## src/rtl/spike_synapse_decoder.sv

```systemverilog
// Spike-to-current synapse: edge-triggered weighted kicks into a decaying 8.8 accumulator,
// plus a windowed firing-rate counter with valid/ready output. Optional macro: SYN_REFRACTORY_EN.
module spike_synapse_decoder #(
    parameter int unsigned DECAY_SHIFT = 3,
    parameter int unsigned WINDOW      = 256,
    parameter int unsigned REFRACT     = 4
) (
    input  logic       clock,
    input  logic       reset,
    input  logic       spike_in,
    input  logic       tick,
    input  logic [7:0] weight,
    output logic [7:0] current_out,
    output logic [7:0] rate_count,
    output logic       rate_valid,
    input  logic       rate_ready,
    output logic       overrun
);

    localparam int unsigned SYN_W  = 16;
    localparam int unsigned WCNT_W = 16;
    localparam int unsigned RATE_W = 8;
    localparam logic [WCNT_W-1:0] WCNT_LAST = WCNT_W'(WINDOW - 1);

    logic              spike_d;
    logic              rise;
    logic              accepted;
    logic [SYN_W-1:0]  syn;
    logic [SYN_W-1:0]  decay;
    logic [SYN_W:0]    syn_sum;
    logic [WCNT_W-1:0] wcnt;
    logic [RATE_W-1:0] scnt;
    logic [RATE_W:0]   scnt_inc;
    logic [RATE_W-1:0] scnt_sat;
    logic              window_close;

    // Rising-edge detector on the spike level
    always_ff @(posedge clock) begin
        if (reset) spike_d <= 1'b0;
        else       spike_d <= spike_in;
    end

    assign rise = spike_in & ~spike_d;

`ifdef SYN_REFRACTORY_EN
    localparam logic [0:0] ST_IDLE       = 1'b0;
    localparam logic [0:0] ST_REFRACTORY = 1'b1;
    localparam logic [7:0] RCNT_LOAD     = 8'(REFRACT - 1);

    logic [0:0] state;
    logic [0:0] state_nxt;
    logic [7:0] rcnt;
    logic [7:0] rcnt_nxt;

    always_ff @(posedge clock) begin
        if (reset) begin
            state <= ST_IDLE;
            rcnt  <= 8'd0;
        end else begin
            state <= state_nxt;
            rcnt  <= rcnt_nxt;
        end
    end

    // Accept one rise, then ignore rises until the refractory count has run out
    always_comb begin
        state_nxt = state;
        rcnt_nxt  = rcnt;
        accepted  = 1'b0;
        case (state)
            ST_IDLE: begin
                if (rise) begin
                    accepted = 1'b1;
                    if (REFRACT > 1) begin
                        state_nxt = ST_REFRACTORY;
                        rcnt_nxt  = RCNT_LOAD;
                    end
                end
            end
            ST_REFRACTORY: begin
                if (rcnt == 8'd0) state_nxt = ST_IDLE;
                else              rcnt_nxt  = rcnt - 8'd1;
            end
            default: state_nxt = ST_IDLE;
        endcase
    end
`else
    assign accepted = rise;
`endif

    // Decay has a floor of 1 so the accumulator always drains to exactly zero
    always_comb begin
        decay = '0;
        if (tick) begin
            decay = syn >> DECAY_SHIFT;
            if (decay == '0 && syn != '0) decay = SYN_W'(1);
        end
        syn_sum = {1'b0, syn} - {1'b0, decay}
                + (accepted ? {1'b0, weight, 8'h00} : (SYN_W + 1)'(0));
    end

    always_ff @(posedge clock) begin
        if (reset)           syn <= '0;
        else if (syn_sum[SYN_W]) syn <= '1;
        else                 syn <= syn_sum[SYN_W-1:0];
    end

    assign current_out = syn[15:8];

    assign window_close = tick && (wcnt == WCNT_LAST);
    assign scnt_inc     = {1'b0, scnt} + (RATE_W + 1)'(accepted);
    assign scnt_sat     = scnt_inc[RATE_W] ? '1 : scnt_inc[RATE_W-1:0];

    // Rate window; an edge on the closing tick lands in the reported result
    always_ff @(posedge clock) begin
        if (reset) begin
            wcnt       <= '0;
            scnt       <= '0;
            rate_count <= '0;
            rate_valid <= 1'b0;
            overrun    <= 1'b0;
        end else begin
            if (tick) wcnt <= window_close ? '0 : wcnt + WCNT_W'(1);
            scnt <= window_close ? '0 : scnt_sat;
            if (window_close) rate_count <= scnt_sat;
            if (window_close)    rate_valid <= 1'b1;
            else if (rate_ready) rate_valid <= 1'b0;
            if (window_close && rate_valid && !rate_ready) overrun <= 1'b1;
        end
    end

endmodule

```

## config.mk

```make
export PLATFORM = sky130hd
export DESIGN_NAME = spike_synapse_decoder
export DESIGN_NICKNAME = d
export VERILOG_FILES = /design/src/rtl/spike_synapse_decoder.sv
export SDC_FILE = /design/constraint.sdc
export NUM_CORES = 1
export LEC_CHECK = 0
export ABC_AREA = 1
export CAP_MARGIN = 15
export CORE_MARGIN = 1
export CORE_UTILIZATION = 31
export DETAILED_ROUTE_END_ITERATION = 12
export SYNTH_ARGS = -nofsm -noshare
export SYNTH_HDL_FRONTEND = slang
export SYNTH_SLANG_ARGS = --single-unit
```

## constraint.sdc

```tcl
create_clock -name clock -period 2.5 [get_ports clock]
set_clock_uncertainty 0.05 [all_clocks]
set_input_delay 0.25 -clock clock [delete_from_list [all_inputs] [get_ports clock]]
set_output_delay 0.25 -clock clock [all_outputs]
set_load 0.02 [all_outputs]
```

==> results.ini <==
[yosys]
yosysTopAreaCellShare=0.271
synthTopCellsByCount=nand2_1, inv_1, dfxtp_1
syn_area_sq_um=3760
synth_area_leader_cell=dfxtp_1
synthesis.instances=541
ys_ff_latch=51
synthArstFlopShare=0
synth-warning-count=0
synth_edf_count=0
synth_flop_type=dfxtp_1
syn_nets=589
ys_types=40
post_synth.cell_area_avg_sq_um=6.96
post-synth-top-count-cell=nand2_1
synthTopCellsByArea=dfxtp_1, nand2_1, inv_1
synth_seq_area_share=0.271

[die]
design.portCount=31
die_area_sq_um=12600
initial_utilization=0.324
die_width_um=112
fp-row-count=39
die_h_um=112
core_region_area_sq_um=11600

[clocking]
clk_path_buf_depth=2
cts_sink_cnt=51
clk_transition_reported_paths_ns=0.07
cts-hold-fix-buffers=0
ctsRootBufferMaster=clkbuf_16
clk-insertion-delay-late_ns=0.29
cts_inserted_buffers=5
htree_depth=2
cts_tree=yes

[timing]
grt_setup_unrepaired=true
timing_max_transition_violations_final=0
holdWs_ns=0.299
final_period_minus_worst_setup_slack_ns=2.56
finalHoldViolations=0
final_critical_path_setup_slack_ns=-0.0633
transition_time_at_the_pin_with_the_least_slew_margin_ns=0.418
final_min_period_over_clock_period=1.03
clock.fmax_ghz=0.390
total_of_endpoints_with_negative_setup_slack_in_the_final_report=16
slew_headroom=0.721

[routing]
post_detailed_routing_wire_length_mm=9.55
routed-via-count=3550
drt-initial-drc-count=168
dr.pass1.iters=8
drtAntennaViolNets=0
detail_route.drc_violations=1
vias_per_cell=4.65
wire_length_per_cell_um=12.5

[layout]
utilization=0.439
final_net_count=668
fillCellCount=1150
multi_input_comb_area_sq_um=2610
antennaDiodeCount=0
syn2layout_area_growth_pct=35.5
post_route_cells_drive_above_1_share=0.275
area.sequential_sq_um=1030

[worst_setup_path]
critPathMaxFanout=6
timing.critical_path.max_delay_family=simple AND/OR/NAND/NOR gates
crit_path_max_incr_delay_ns=0.50
worst_path_bufs_invs=3
crit_type=reg2reg
critical_path.startpoint_type=register
cp.arrival_ns=2.70
list_of_cells_traversed_by_the_critical_path=nor2_4 -> nand2_2 -> fa_1 -> inv_2 -> ha_4 -> nand2_1 -> nand2_2 -> nand2_2 -> nand2_2 -> a21oi_4 -> buf_12 -> nand2_8 -> nand2_8 -> nand3_2 -> nand2_1 -> inv_1
critical_path.most_common_cell=nand2_2
slowest_stage=fa_1
worst_setup_path_end_kind=register
crit_required_ns=2.64

[status]
status=finished, violations left
violated_checks=DRC, setup timing

[global_routing]
grt_remaining_overflow=0
number_of_antenna_violations_at_the_first_check_in_global_routing=0
vias_in_the_first_global_route=3331
grt_max_degree=20
groute.usage.overall=0.149
first_pass_grt_wire_length_mm=15.3

[pwr]
peakVddDrop_mv=0.962
static-leakage-power_uw=0.00248
p_per_area_nw_per_um2=1600

[hold_path]
min-delay-path-class=in2reg

[placed_design]
half_perimeter_wire_length_of_the_detailed_placement_result_mm=7.05
dp_slack_ns=-0.498
number_of_port_buffers=30
gpl.final_weighted_congestion=0.811

[run]
max-cap-violations=0

==> final timing paths <==
path / startpoint / endpoint / slack, ns / depth (start not counted)
max: spike_d / syn[5] / -0.06 / 16
min: spike_in / spike_d / 0.30 / 3
max reg2reg: spike_d / syn[5] / -0.06 / 16
min reg2reg: rate_count[5] / rate_count[5] / 0.41 / 2
==> area by class of cell <==
cell class,instances,share of cell area
clock buffer,5,0.0245
clock inverter,3,0.00540
inverter,105,0.0782
multi-input combinational,373,0.511
sequential,51,0.201
tap,143,0.0351
timing repair buffer,84,0.144
==> logic make-up after synthesis <==
family | after synthesis | synth area share
DFF | 51 | 0.271
buffers and inverters | 119 | 0.135
AOI/OAI and AO/OA | 43 | 0.0761
and+or+nand+nor | 281 | 0.362
adders and majority gates | 35 | 0.128
xor gates and xnor gates | 12 | 0.0279
==> routing by layer <==
metal,part of all wire,up-vias,global-route usage
met4,0.013,0,0.0293
met2,0.49,64,0.261
met3,0.035,10,0.0211
met5,0,-,0
met1,0.46,1648,0.197
li1,-,1828,-
==> registers in the layout, summed over array words and instances (netlist names) <==
name and flops:
scnt 8, spike_d 1, overrun 1, rate_count 8, wcnt 16, syn 16, rate_valid 1
==> worst min-delay path, stage by stage <==
cell,delay (ns)
dlygate4sd2_1,0.20
inv_2,0.07
nor2_1,0.08
==> through the flow <==
| stage | std cells | TNS [ns] | power, uW | instance area, sq um |
|---|---|---|---|---|
| 2_1_floorplan | 541 | 0 | 4410 | 3770 |
| 3_3_place_gp | 747 | -6.78 | 6050 | 4500 |
| 3_5_place_dp | 747 | -7.65 | 6140 | 4500 |
| 4_1_cts | 760 | 0 | 7270 | 4810 |
| 5_1_grt | 764 | -1.77 | 8860 | 5100 |
| 6_report | 764 | -0.404 | 8150 | 5100 |
==> cells in the final DEF, fill, tap and decap left out, drive strengths merged <==
| cell | instances |
|---|---|
| nand2 | 163 |
| inv | 104 |
| buf | 54 |
| dfxtp | 51 |
| nor2 | 51 |
| nand3 | 32 |
| a21oi | 30 |
| ha | 29 |
| clkdlybuf4s50 | 27 |
| nor3 | 14 |
| o21ai | 10 |
| nand4 | 8 |
| xor2 | 6 |
| xnor2 | 6 |
| fa | 6 |
| nand3b | 5 |
| clkbuf | 5 |
| nor3b | 5 |
| clkinv | 3 |
| nor4 | 2 |
| o21a | 2 |
| dlygate4sd2 | 2 |
| or2 | 2 |
| and2 | 1 |
| o31ai | 1 |
| clkinvlp | 1 |
| dlymetal6s2s | 1 |
==> timing repair <==
action / CTS / global route
gates resized for setup: 24 / 52
cloned: 1 / 1
setup buffers: 4 / 3
pin swaps: 13 / 28
setup endpoints to repair: 16 / 16
==> power breakdown <==
group          internal (uW)  leakage (uW)  total, uW  switching [uW]
Combinational           2850       0.00199       6340            3490
Clock                    380     0.0000719        699             319
Sequential               965      0.000418       1110             141
Note: power is estimated with default switching activity, not from simulation.
